## config.mk

```make
export PLATFORM = sky130hd
export DESIGN_NAME = regfile_dump_ctrl
export DESIGN_NICKNAME = d
export VERILOG_FILES = /design/src/rtl/regdump_pkg.sv /design/src/rtl/regfile_dump_ctrl.sv
export SDC_FILE = /design/constraint.sdc
export NUM_CORES = 1
export LEC_CHECK = 0
export CAP_MARGIN = 20
export CORE_MARGIN = 1
export CORE_UTILIZATION = 54
export DETAILED_ROUTE_END_ITERATION = 10
export PLACE_DENSITY = 0.85
export REMOVE_ABC_BUFFERS = 1
export SYNTH_ARGS = -nofsm -noshare
export SYNTH_HDL_FRONTEND = slang
export SYNTH_SLANG_ARGS = --single-unit
export TNS_END_PERCENT = 30
```

## constraint.sdc

```tcl
create_clock -name clk -period 3 [get_ports clk]
set_clock_uncertainty 0.15 [all_clocks]
set_input_delay 0.75 -clock clk [delete_from_list [all_inputs] [get_ports clk]]
set_output_delay 0.75 -clock clk [all_outputs]
set_load 0.005 [all_outputs]
```

## src/rtl/regdump_pkg.sv

```systemverilog
// Shared types and sizing for the register-file debug dump sequencer.
// ST_HDR exists only when REGDUMP_ADDR_HEADER_EN is defined.
package regdump_pkg;

  localparam int DEF_REG_WIDTH = 32;
  localparam int BYTES_PER_REG = DEF_REG_WIDTH / 8;
  localparam int BYTE_IDX_W    = $clog2(BYTES_PER_REG);

  typedef enum logic [2:0] {
    ST_IDLE,
    ST_LATCH,
`ifdef REGDUMP_ADDR_HEADER_EN
    ST_HDR,
`endif
    ST_SEND,
    ST_DONE
  } regdump_state_t;

  function automatic int bytes_per_reg(input int width);
    return width / 8;
  endfunction

  // A 1-byte register still needs a 1-bit index counter.
  function automatic int byte_idx_w(input int width);
    return (width / 8 > 1) ? $clog2(width / 8) : 1;
  endfunction

endpackage

```

## src/rtl/regfile_dump_ctrl.sv

```systemverilog
// Walks the register file debug port x0..x(NUM_REGS-1), streaming each value
// little-endian over valid/ready. REGDUMP_ADDR_HEADER_EN prefixes each register with its address byte.
module regfile_dump_ctrl
  import regdump_pkg::*;
#(
  parameter int REG_WIDTH = 32,
  parameter int NUM_REGS  = 32
) (
  input  logic                 clk,
  input  logic                 rst_n,
  input  logic                 dump_start_i,
  output logic [4:0]           dbg_addr_o,
  input  logic [REG_WIDTH-1:0] dbg_data_i,
  output logic [7:0]           tx_data_o,
  output logic                 tx_valid_o,
  input  logic                 tx_ready_i,
  output logic                 busy_o,
  output logic                 done_o
);

  localparam int BPR = bytes_per_reg(REG_WIDTH);
  localparam int IW  = byte_idx_w(REG_WIDTH);
  localparam logic [IW-1:0] LAST_IDX  = IW'(BPR - 1);
  localparam logic [4:0]    LAST_ADDR = 5'(NUM_REGS - 1);

  if (REG_WIDTH % 8 != 0) begin : g_bad_width
    $error("regfile_dump_ctrl: REG_WIDTH must be a multiple of 8");
  end
  if (NUM_REGS > 32 || NUM_REGS < 1) begin : g_bad_regs
    $error("regfile_dump_ctrl: NUM_REGS must be 1..32");
  end

  regdump_state_t       state_q, state_d;
  logic [4:0]           addr_q, addr_d;
  logic [REG_WIDTH-1:0] shift_q, shift_d;
  logic [IW-1:0]        idx_q, idx_d;

  always_ff @(posedge clk or negedge rst_n) begin
    if (!rst_n) begin
      state_q <= ST_IDLE;
      addr_q  <= '0;
      shift_q <= '0;
      idx_q   <= '0;
    end else begin
      state_q <= state_d;
      addr_q  <= addr_d;
      shift_q <= shift_d;
      idx_q   <= idx_d;
    end
  end

  always_comb begin
    state_d = state_q;
    addr_d  = addr_q;
    shift_d = shift_q;
    idx_d   = idx_q;
    case (state_q)
      ST_IDLE: begin
        addr_d = '0;
        if (dump_start_i) state_d = ST_LATCH;
      end
      ST_LATCH: begin
        // The whole register is captured here, so it is internally consistent
        // even while the pipeline keeps writing the file.
        shift_d = dbg_data_i;
        idx_d   = '0;
`ifdef REGDUMP_ADDR_HEADER_EN
        state_d = ST_HDR;
`else
        state_d = ST_SEND;
`endif
      end
`ifdef REGDUMP_ADDR_HEADER_EN
      ST_HDR: begin
        if (tx_ready_i) state_d = ST_SEND;
      end
`endif
      ST_SEND: begin
        if (tx_ready_i) begin
          shift_d = shift_q >> 8;
          idx_d   = idx_q + IW'(1);
          if (idx_q == LAST_IDX) begin
            if (addr_q == LAST_ADDR) begin
              state_d = ST_DONE;
            end else begin
              addr_d  = addr_q + 5'd1;
              state_d = ST_LATCH;
            end
          end
        end
      end
      ST_DONE: state_d = ST_IDLE;
      default: state_d = ST_IDLE;
    endcase
  end

  always_comb begin
    tx_valid_o = 1'b0;
    tx_data_o  = 8'h00;
    case (state_q)
      ST_SEND: begin
        tx_valid_o = 1'b1;
        tx_data_o  = shift_q[7:0];
      end
`ifdef REGDUMP_ADDR_HEADER_EN
      ST_HDR: begin
        tx_valid_o = 1'b1;
        tx_data_o  = {3'b000, addr_q};
      end
`endif
      default: ;
    endcase
  end

  assign dbg_addr_o = addr_q;
  assign busy_o     = (state_q != ST_IDLE);
  assign done_o     = (state_q == ST_DONE);

endmodule
```

==> run metrics <==
outcome=complete, no violations; commonest non-fill, non-tap cell in the layout=clkdlybuf4s50_1; CTS tree=done; Slew @ Worst Pin=887 ps; most frequent cells in the layout=clkdlybuf4s50_1 (50), dfrtp_1 (40), mux2_4 (39), a21oi_1 (11); vias in the first global route=1550; Final setup viols=0; Initial Util=56.8%; RD Place Congestion=0.820; Synth Cell Area=2290 sq um; drt drc=0; syn_area_per_cell=12.9 sq um; Pwr per Cell Area=967 nW/um^2; die area=4500 sq um; Psw=0.000882 W; DP HPWL=3.13 mm; RSZ-0062 raised after global routing=no; Buf/Inv on CP=2; Crit Path Category=reg2out; Peak VDD IR=0.463 mV; min-delay worst type=reg2reg; H-tree levels=2; clock-pin slew on the worst setup and hold paths=80 ps; largest net degree at the start of global routing=42; Final #Nets=268; DR iter-0 viols=109; CP cell instances=nand2b_4 > inv_4 > and2_1 > clkdlybuf4s50_1; clock tree buffer depth=2; final hold vios=0; power share of the combinational group=49.0%; Seq/Total Area, Yosys=44.9%; synth warn=0; first-pass GRT wire length=7.45 mm; total grt overflow=0; CP max stage cell=clkdlybuf4s50_1; Clk Latency, worst-skew pair=290 ps; CTS Sinks=41; Die Height=67.1 um; Cells after Synth=177; Top Family by Delay on Critical Path=buffers and inverters; FP Rows=23; Area Growth Syn to Fin=27.4%; Max-cap violations=0; P_int=0.00194 W; share of cells above drive strength 1=30.0%; Pwr Total=0.00282 W; worst-path fanout max=21; Yosys reg bits=41; Port Buf Inserts=51; Critical Path AT=1910 ps; FMAX=0.357 GHz; initial antenna violation count=0; Slew headroom=40.9%; gr usage total=22.6%; sequential share of power=34.6%; Worst EP required=2100 ps; Antenna Cells=0; Final period util=93.5%; die span in x=67.1 um; drt pass-1 iters=4; Cell variety after synth=30; Worst setup EP type=output port; Final Critical Period=2810 ps; I/O Pins=52; Num CTS Buffers=5; antenna viol nets, final=0; DR WL/cell=16.1 um; Clk pwr share=16.4%; Via-to-Cell Ratio=5.61; Core Area=4030 sq um; CP Launch Type=register; Switching Fraction=31.3%; setup TNS=0 ps; CTS root buf=clkbuf_8; routed wire length=4.51 mm; static leakage power=1.30 nW; max-slew violations=0; max incr delay on CP=540 ps; number of vias in the routed layout=1570
## synth_stat cells
library cell / count / area, sq um
and4bb_2: 1 / 12.5
mux2_4: 39 / 586
or4_1: 1 / 7.51
o21ai_4: 1 / 16.3
nand3b_1: 1 / 7.51
and2_1: 9 / 56.3
nand4b_1: 1 / 8.76
and3b_1: 1 / 8.76
o311ai_0: 1 / 8.76
o211ai_1: 1 / 7.51
clkbuf_1: 5 / 18.8
and3_1: 2 / 12.5
nand3_1: 6 / 30.0
inv_4: 2 / 12.5
buf_6: 3 / 33.8
o22ai_1: 8 / 50.1
nand2b_4: 1 / 13.8
mux2_2: 9 / 101
dfrtp_1: 41 / 1030
a22oi_1: 2 / 15.0
ha_1: 3 / 37.5
a21oi_1: 11 / 55.1
nand2b_1: 2 / 12.5
nand2_1: 8 / 30.0
buf_12: 2 / 40.0
buf_4: 1 / 7.51
mux2i_1: 1 / 10.0
o21ai_0: 5 / 25.0
nor2_1: 8 / 30.0
or2_2: 1 / 6.26
## state kept, by name, indices dropped and copies added, names as in the netlist
name and cells:
idx_q 2, state_q 2, dbg_addr_o 5, shift_q 32
## path summary, 6_finish.rpt
path	slack, ps	endpoint	cells past startpoint	start
hold reg to reg	350	shift_q[2]	1	shift_q[2]
setup / recovery	190	tx_data_o[5]	4	state_q[1]
max in group asynchronous	1660	state_q[1]	1	rst_n
hold / removal	350	shift_q[2]	1	shift_q[2]
min in group asynchronous	430	shift_q[4]	1	rst_n
setup reg to reg	870	dbg_addr_o[3]	6	dbg_addr_o[0]
## final cells by class
type | instances | area [sq um]
Inverter | 2 | 12.5
Clock inverter | 2 | 37.5
Multi-Input combinational cell | 123 | 1150
Timing Repair Buffer | 56 | 543
Fill cell | 293 | 1110
Clock buffer | 6 | 82.6
Tap cell | 50 | 62.6
Sequential cell | 41 | 1030
## worst reg2reg max path: cells and delay by family, from the launching register on
kind | cells | cell delay (ps)
flops | 1 | 440
simple gates | 4 | 1050
fa+ha+maj | 2 | 430
## power by group through the flow
| stage | registers, W | logic [W] | clock network (W) |
|---|---|---|---|
| floorplan | 0.000933 | 0.00102 | 0 |
| detailed placement | 0.000980 | 0.00138 | 0 |
| global placement | 0.000960 | 0.00133 | 0 |
| global route | 0.00100 | 0.00150 | 0.000493 |
| finish | 0.000975 | 0.00138 | 0.000462 |
| CTS | 0.000972 | 0.00139 | 0.000468 |
## routing by layer
metal | vias to the layer above | wire length, um | GRT usage (%)
li1 | 741 | - | -
met1 | 768 | 2080 | 30.3
met2 | 57 | 2180 | 36.0
met3 | 4 | 219 | 4.62
met4 | 0 | 29 | 7.45
met5 | - | 0 | 0
## logic make-up (layout without fill, tap and decap cells)
kind of cell / Yosys count / count (layout) / synth area share, %
buffers and inverters: 13 / 66 / 4.92
AOI/OAI and AO/OA: 29 / 29 / 7.77
DFF: 41 / 41 / 44.9
and+or+nand+nor: 42 / 42 / 10.3
adders and majority gates: 3 / 3 / 1.64
muxes: 49 / 49 / 30.5
## stage by stage
stage	hold slack (ps)	std cells	area (sq um)	util, %	setup WS (ps)
after floorplan	304	166	2190	-	680
after global placement	332	272	2790	69.3	473
after detailed placement	337	272	2790	69.3	411
after CTS	356	280	2910	72.3	46.9
after global routing	375	280	2910	72.3	139
final	352	280	2910	72.3	195
## what timing repair did
item                                    in CTS  in global routing
endpoints found under the setup margin       0                  1
gates resized for setup                      0                  1
setup buffers                                0                  0
hold buffers                                 0                  0
Note: power is estimated with default switching activity, not from simulation.
